==> src/rtl/sra_arbiter.sv <==
// sra_arbiter: sequencer and two-way round-robin arbiter for the shared
// 32-bit arithmetic-shift-right unit.
//
// Accepts shift requests from two requesters over valid/ready handshakes.
// It drives the combinational shifter from registered state for one cycle.
// The shifter result is then held as a tagged response until the consumer
// accepts it.
//
// State table:
//   state | meaning
//   IDLE  | waiting for a request; arbitration and req_ready live here
//   SHIFT | operand/amount presented to the shifter, result captured at edge
//   HOLD  | response held valid until rsp_ready
//
// Ports:
//   clk, rst_n            clock, async active-low reset
//   req_valid[1:0]        per-requester valid
//   req_data0/1, amt0/1   operand and shift amount per requester
//   req_ready[1:0]        per-requester accept (one-hot or zero, IDLE only)
//   sh_inp, sh_sel        shared shifter operand and stage selects
//   sh_out                shifter result
//   rsp_valid/data/id     held response and the requester that issued it
//   rsp_ready             consumer accept
//   busy                  high whenever not IDLE
//   op_count              completed responses, wrapping
module sra_arbiter #(
  parameter int WIDTH = 32,
  parameter int CNT_W = 16
) (
  input  logic             clk,
  input  logic             rst_n,
  input  logic [1:0]       req_valid,
  input  logic [WIDTH-1:0] req_data0,
  input  logic [WIDTH-1:0] req_data1,
  input  logic [4:0]       req_amt0,
  input  logic [4:0]       req_amt1,
  output logic [1:0]       req_ready,
  output logic [WIDTH-1:0] sh_inp,
  output logic [4:0]       sh_sel,
  input  logic [WIDTH-1:0] sh_out,
  output logic             rsp_valid,
  output logic [WIDTH-1:0] rsp_data,
  output logic             rsp_id,
  input  logic             rsp_ready,
  output logic             busy,
  output logic [CNT_W-1:0] op_count
);

  typedef enum logic [1:0] {
    IDLE  = 2'd0,
    SHIFT = 2'd1,
    HOLD  = 2'd2
  } state_t;

  state_t           r_state;
  state_t           w_state_nxt;
  logic             r_prio;
  logic [WIDTH-1:0] r_op;
  logic [4:0]       r_amt;
  logic             r_id;
  logic             r_rsp_valid;
  logic [WIDTH-1:0] r_rsp_data;
  logic             r_rsp_id;
  logic [CNT_W-1:0] r_cnt;

  logic             w_grant;
  logic             w_accept;
  logic [1:0]       w_ready;

  // With both requesters valid the pointer decides; otherwise whichever is
  // valid wins (bit 1 alone selects requester 1).
  always_comb begin
    w_grant = 1'b0;
    if (req_valid == 2'b11) begin
      w_grant = r_prio;
    end else begin
      w_grant = req_valid[1];
    end
  end

  always_comb begin
    w_state_nxt = r_state;
    w_ready     = 2'b00;
    w_accept    = 1'b0;
    case (r_state)
      IDLE: begin
        if (|req_valid) begin
          w_ready[w_grant] = 1'b1;
          w_accept         = 1'b1;
          w_state_nxt      = SHIFT;
        end
      end
      SHIFT: begin
        w_state_nxt = HOLD;
      end
      HOLD: begin
        if (rsp_ready) begin
          w_state_nxt = IDLE;
        end
      end
      default: begin
        w_state_nxt = IDLE;
      end
    endcase
  end

  always_ff @(posedge clk or negedge rst_n) begin
    if (!rst_n) begin
      r_state <= IDLE;
    end else begin
      r_state <= w_state_nxt;
    end
  end

  always_ff @(posedge clk or negedge rst_n) begin
    if (!rst_n) begin
      r_prio      <= 1'b0;
      r_op        <= '0;
      r_amt       <= '0;
      r_id        <= 1'b0;
      r_rsp_valid <= 1'b0;
      r_rsp_data  <= '0;
      r_rsp_id    <= 1'b0;
      r_cnt       <= '0;
    end else begin
      if (w_accept) begin
        r_op   <= w_grant ? req_data1 : req_data0;
        r_amt  <= w_grant ? req_amt1 : req_amt0;
        r_id   <= w_grant;
        r_prio <= ~w_grant;
      end
      if (r_state == SHIFT) begin
        r_rsp_data  <= sh_out;
        r_rsp_id    <= r_id;
        r_rsp_valid <= 1'b1;
      end
      // rsp_valid is only ever high in HOLD, so this is the handshake edge.
      if (r_state == HOLD && rsp_ready) begin
        r_rsp_valid <= 1'b0;
        r_cnt       <= r_cnt + CNT_W'(1);
      end
    end
  end

  // Shifter inputs are forced to zero outside SHIFT so the shared unit sees
  // a quiet operand whenever this block does not own it.
  assign sh_inp    = (r_state == SHIFT) ? r_op  : '0;
  assign sh_sel    = (r_state == SHIFT) ? r_amt : '0;
  assign req_ready = w_ready;
  assign rsp_valid = r_rsp_valid;
  assign rsp_data  = r_rsp_data;
  assign rsp_id    = r_rsp_id;
  assign busy      = (r_state != IDLE);
  assign op_count  = r_cnt;

endmodule
==> config.mk <==
export PLATFORM = sky130hd
export DESIGN_NAME = sra_arbiter
export DESIGN_NICKNAME = d
export VERILOG_FILES = /design/src/rtl/sra_arbiter.sv
export SDC_FILE = /design/constraint.sdc
export NUM_CORES = 1
export LEC_CHECK = 0
export ABC_AREA = 1
export BUFFER_PORTS_ARGS = -buffer_cell sky130_fd_sc_hd__buf_2
export CAP_MARGIN = 10
export CORE_MARGIN = 5
export CORE_UTILIZATION = 47
export DETAILED_ROUTE_END_ITERATION = 12
export HOLD_SLACK_MARGIN = 0.03
export PLACE_DENSITY_LB_ADDON = 0.05
export RECOVER_POWER = 100
export SETUP_SLACK_MARGIN = 0.1
export SLEW_MARGIN = 20
export SYNTH_ARGS = -nofsm -noshare
export SYNTH_HDL_FRONTEND = slang
export SYNTH_SLANG_ARGS = --single-unit
==> constraint.sdc <==
create_clock -name clk -period 1.93 [get_ports clk]
set_clock_uncertainty 0.2 [all_clocks]
set_input_delay 0.0965 -clock clk [delete_from_list [all_inputs] [get_ports clk]]
set_output_delay 0.0965 -clock clk [all_outputs]
set_load 0.02 [all_outputs]
==> results of run 1 <==
[timing repair]
item | CTS | global route
buffers inserted | 3 | 10
pin swaps | 4 | 2
endpoints found under the setup margin | 39 | 40
gates cloned | 2 | 2
endpoints found under the hold margin | 166 | 0
hold buffers | 108 | 0
resized for setup | 44 | 42
[report_power, final]
part / internal (mW) / switching, mW / total (mW) / leakage [nW]
registers: 2.75 / 0.405 / 3.16 / 1.10
logic: 1.97 / 2.95 / 4.92 / 2.10
clock network: 0.603 / 0.703 / 1.31 / 0.0967
[layout by cell type, fill, tap and decap left out, types with 2 or more instances in the layout]
cell | synthesis | routed
buf_2 | 10 | 117
dlygate4sd3_1 | 0 | 108
dfrtp_1 | 91 | 89
nand2_1 | 85 | 85
clkbuf_1 | 5 | 58
inv_1 | 54 | 55
nor2_1 | 66 | 45
clkbuf_2 | 0 | 23
o211ai_1 | 22 | 22
mux2_1 | 0 | 19
o21ai_0 | 17 | 17
buf_4 | 0 | 17
o22ai_1 | 15 | 15
nor2_2 | 2 | 13
nor2_4 | 1 | 11
nand3_1 | 9 | 9
clkbuf_8 | 0 | 9
mux2_4 | 26 | 7
mux2_2 | 6 | 6
xnor2_1 | 6 | 6
buf_6 | 4 | 6
nand4_1 | 4 | 4
xor2_1 | 4 | 4
buf_12 | 0 | 4
diode_2 | 0 | 3
nor3_1 | 2 | 2
o21bai_1 | 2 | 2
clkinv_2 | 0 | 2
buf_8 | 0 | 2
dfrtp_2 | 0 | 2
clkbuf_4 | 0 | 2
[state kept, by name (all words and copies together) (netlist names)]
| register | count |
|---|---|
| r_op | 32 |
| r_id | 1 |
| rsp_data | 32 |
| r_state | 2 |
| r_prio | 1 |
| r_amt | 5 |
| rsp_valid | 1 |
| rsp_id | 1 |
| op_count | 16 |
[layout make-up]
cell class	count	share of cell area
well taps	108	0.0197
clock buffers	10	0.0186
flip-flops and latches	91	0.333
inverters	56	0.0307
clock inverters	6	0.00950
diodes	3	0.00110
multi-input cells	271	0.241
repair buffers	338	0.347
[per-layer routing]
| layer | track usage | vias to the layer above | wire, um |
|---|---|---|---|
| met3 | 0.0691 | 47 | 1370 |
| met4 | 0.107 | 0 | 482 |
| met1 | 0.297 | 2076 | 5640 |
| met5 | 0 | - | 0 |
| met2 | 0.426 | 250 | 7430 |
| li1 | - | 2065 | - |
[tightest hold or removal path, stage by stage]
cell,delay (ps)
buf_2,130
nand2_4,70
buf_4,120
nor2_1,40
o22ai_1,120
[how the worst max path moves through the flow]
stage | from | endpoint | slack [ps] | cells after the start
6_report | r_state[0]$_DFFE_PN0P_ | sh_inp[18] | 40 | 5
4_1_cts | r_state[0]$_DFFE_PN0P_ | sh_sel[1] | 80 | 5
3_3_place_gp | r_state[1]$_DFFE_PN0P_ | req_ready[0] | 310 | 5
2_1_floorplan | op_count[0]$_DFFE_PN0P_ | op_count[14]$_DFFE_PN0P_ | 260 | 8
3_5_place_dp | op_count[0]$_DFFE_PN0P_ | op_count[14]$_DFFE_PN0P_ | 210 | 8
5_1_grt | r_state[0]$_DFFE_PN0P_ | sh_inp[18] | -8 | 5
[cells by family after synthesis]
family | count (synthesis)
AO/OA/AOI/OAI | 57
XOR/XNOR | 10
adder cells (fa/ha/maj) | 1
buffers and inverters | 75
flip-flops | 91
multiplexers | 32
AND/OR/NAND/NOR | 171
[through the flow]
stage | cell area, um2 | setup TNS (ps) | instances
after global routing | 6850 | -12.4 | 883
after CTS | 6880 | 0 | 868
after detailed placement | 5390 | 0 | 739
final | 6850 | 0 | 883
after floorplan | 4210 | 0 | 437
after global placement | 5390 | 0 | 739
==> flow_summary.toml, run 1 <==
[critical_path]
reg2reg_depth = 7
crit_fanout = 14
crit_family = "buffers and inverters"
cp_slowest_cell = "dfrtp_2"
endpoint_kind = "output port"
cp_cell_sequence = "inv_2 > or2_4 > clkbuf_16 > nor2_1 > buf_4"
cp_slowest_stage_delay_ps = 410
path_buf_inv = 3
worstSetupPathType = "flip-flop to output port"
r2r_start = "r_state[1]$_DFFE_PN0P_"
crit_required_ps = 1630
r2r_slack_ps = 160
r2r-end = "r_op[26]$_DFFE_PN0P_"
start_kind = "flip-flop"
critPathArrivalTime_ps = 1590

[logic_synthesis]
synth.area.mux_share = 0.109
synth_cell_types = 25
ys_seq_area_frac = 0.541
netlist_area_um2 = 4210
synth_compound_area_frac = 0.0866
synth_top_area_cell = "dfrtp_1"
synth-simple-area-share = 0.162
synth_area_per_cell_um2 = 9.63
synth_xor_area_frac = 0.0208
synth-seq-cells = 91
yosysWarnings = 0
synthCells = 437
synth-main-ff-cell = "dfrtp_1"
synth_common_cells = "dfrtp_1, nand2_1, nor2_1"
synth-edff-count = 0
synthAdderAreaFrac = 0.00297
yosysTopAreaCellShare = 0.541
synth_nets = 549
ys_top_cells_by_area = "dfrtp_1, mux2_4, nand2_1"
async_reset_ff_frac = 1.00
synth_most_common_cell = "dfrtp_1"
synth_top_family_by_area = "simple AND/OR/NAND/NOR gates"

[layout]
fin_nets = 879
area_growth_pct = 62.8
register_area_um2 = 2280
fill_cells = 597
multi_input_area_um2 = 1650
fin_util = 0.785
drive_gt1_frac = 0.299

[global_route]
track_usage = 0.250
overflow = 0
antenna_found_initial = 3
grt_pass1_vias = 4652
grt_max_degree = 44
grt_pass1_wl_um = 22500

[drt]
dr.pass1.iters = 5
drt_iter0_drc = 175
remaining_drc_errors = 0
routed_wl_um = 14900
vias_per_cell = 5.03
ant_nets = 0
wl_per_cell_um = 16.9
vias = 4438

[sta]
whs_ps = 65.5
rsz0062_at_grt = "true"
tightestPinTransition_ps = 958
hold_viol_final = 0
fmax_mhz = 529
min_period_ps = 1890
fin_ws_ps = 40.6
setup_viol = 0
finalMaxSlewViolations = 0
min_period_over_period = 0.979
slew-limit-headroom = 0.361

[floorplan]
num_rows = 34
chipHeight_um = 105
core-area_um2 = 8720
start_util = 0.482
die-area_um2 = 10900
pin_count = 201
die_x_um = 105

[place]
dp_hpwl_um = 8220
pre_cts_ws_ps = 214
io_buffers = 200
place_congestion = 0.840

[cts]
clk_latency_ps = 350
cts.htree.levels = 3
clkTransAtPathRegs_ps = 90
clock-sinks = 91
cts_root_buf = "clkbuf_8"
ctsLongestPathBuffers = 2
cts_tree = "done"
cts_buffers = 9

[run_status]
outcome = "finished, final reports clean"

[power]
finalPower_mw = 9.38
vdd_drop_max_mv = 0.686
power.leakage_nw = 3.30
powerDensity_nw_per_um2 = 1370

[run]
timing.max_cap.violations = 0

[hold_path]
whs_path_depth = 5
hp-start = "req_valid[1]"
hold_class = "primary input to flip-flop"
holdPathEnd = "r_op[2]$_DFFE_PN0P_"
Note: power is estimated with default switching activity, not from simulation.
==> run 2, diff against run 1 <==
PLACE_DENSITY_LB_ADDON = 0.12   (was 0.05)
==> run 2 against run 1 <==
Effect of this change:
- clock-buffer cell count up 1
- design area is 2.0% higher
- first-iteration DRC count grew 59%
- hold slack better by 220 ps
- critical path depth down 1
- sequential power is essentially flat
- flip-flop and latch count unchanged
- global-route usage rose by 1.9 points
- combinational power up 5.9%
- sequential share of layout area decreased by 0.69 points
- clock power about the same
- largest cell class unchanged
==> flow_summary.toml, run 2 (synthesized netlist as in run 1, its figures left out) <==
[floorplan]
num_rows = 34
die-area_um2 = 10900
start_util = 0.482
die_x_um = 105
pin_count = 201
core-area_um2 = 8720
chipHeight_um = 105

[sta]
finalMaxSlewViolations = 0
final.setup.tns_ps = 0
tightestPinTransition_ps = 1140
hold_viol_final = 0
rsz0062_at_grt = "true"
min_period_ps = 1880
min_period_over_period = 0.975
fmax_mhz = 531
setup_viol = 0
slew-limit-headroom = 0.240

[drt]
routed_wl_um = 15700
drt_iter0_drc = 278
remaining_drc_errors = 0
wl_per_cell_um = 17.8
vias_per_cell = 5.18
dr.pass1.iters = 6
ant_nets = 0
vias = 4567

[critical_path]
r2r_slack_ps = 90
crit_fanout = 7
r2r_start = "r_state[1]$_DFFE_PN0P_"
reg2reg_depth = 4
r2r-end = "rsp_data[22]$_DFFE_PN0N_"
endpoint = "sh_inp[31]"
critPathArrivalTime_ps = 1590
startpoint = "r_state[1]$_DFFE_PN0P_"
worstSetupPathType = "flip-flop to output port"
endpoint_kind = "output port"
start_kind = "flip-flop"
crit_required_ps = 1630

[cts]
clock-sinks = 91
cts_root_buf = "clkbuf_8"
cts_buffers = 9
clkTransAtPathRegs_ps = 90
clk_latency_ps = 350
ctsLongestPathBuffers = 2
cts.htree.levels = 3
cts_tree = "done"

[hold_path]
whs_path_depth = 3
hold_class = "primary input to flip-flop"

[layout]
area_growth_pct = 66.0
final_common_cell = "dlygate4sd3_1"
fin_nets = 881
finalNonFillerCells = 882
drive_gt1_frac = 0.291
antenna_cells = 0
layout_common_cells = "dlygate4sd3_1, buf_2, dfrtp_1"

[global_route]
grt_pass1_wl_um = 23900
overflow = 0
antenna_found_initial = 0
grt_pass1_vias = 4881
grt_max_degree = 34
track_usage = 0.269

[power]
vdd_drop_max_mv = 0.767
powerDensity_nw_per_um2 = 1380
power.leakage_nw = 3.37

[run_status]
outcome = "finished, final reports clean"

[place]
place_congestion = 0.841
placed_cells_incl_taps = 739
io_buffers = 200
dp_hpwl_um = 8320

[run]
timing.max_cap.violations = 0
run 2: changes by cell type in the layout (fill, tap and decap cells not counted), sizes merged, moves of 2 or more:
cell	previous run	this run
dlygate4sd3	108	114
bufbuf	1	3
clkbuf	93	77
diode	3	0
buf	146	156
run 2: worst min-delay path by stage:
stage                  start                       end  slack (ps)
2_1_floorplan          rst_n   op_count[0]$_DFFE_PN0P_        -400
3_3_place_gp           rst_n  rsp_data[22]$_DFFE_PN0N_        -170
3_5_place_dp           rst_n  rsp_data[22]$_DFFE_PN0N_        -160
4_1_cts                rst_n  rsp_data[22]$_DFFE_PN0N_          70
5_1_grt        req_data0[26]      r_op[26]$_DFFE_PN0P_         300
6_report          sh_out[17]  rsp_data[17]$_DFFE_PN0N_         290
run 2: area by class of cell:
| class | instances | area (um2) |
|---|---|---|
| sequential | 91 | 2280 |
| fill | 542 | 1740 |
| inverter | 56 | 210 |
| clock buffer | 11 | 141 |
| clock inverter | 5 | 52.6 |
| multi-input combinational | 271 | 1640 |
| timing repair buffer | 340 | 2520 |
| tap | 108 | 135 |
run 2: layer usage:
metal  vias to the layer above  share of wire  global-route usage
met5                         -              0                   0
met4                         0          0.027              0.0895
met3                        40          0.079              0.0629
met2                       250           0.52               0.474
met1                      2213           0.37               0.325
li1                       2064              -                   -
run 2: worst max-delay path, cell delays in order (launching register included):
cell     delay (ps)
dfrtp_1         420
or2_4           320
buf_4           200
nor2_2          130
buf_4           160
run 2: timing repair:
item | 4_1_cts | 5_1_grt
buffers inserted | 2 | 4
hold buffers | 115 | 0
setup endpoints to repair | 39 | 40
pin swaps | 2 | 3
gates resized for setup | 27 | 66
gates cloned | 4 | 2
hold endpoints to repair | 164 | 0
run 2: where the power goes:
group,switching (mW),internal (mW)
clock network,0.672,0.629
registers,0.403,2.75
logic,3.04,2.17
run 2: per-stage QoR:
step                      utilization  hold slack (ps)  setup slack (ps)  power (mW)  area [um2]
after CTS                       0.800             70.9              80.8        9.51        6970
final                           0.801              288              47.6        9.66        6980
after detailed placement        0.617             -161               270        7.51        5380
after floorplan                     -             -399               256        6.13        4210
after global routing            0.801              296             -30.6        10.2        6980
after global placement          0.617             -169               319        7.40        5380
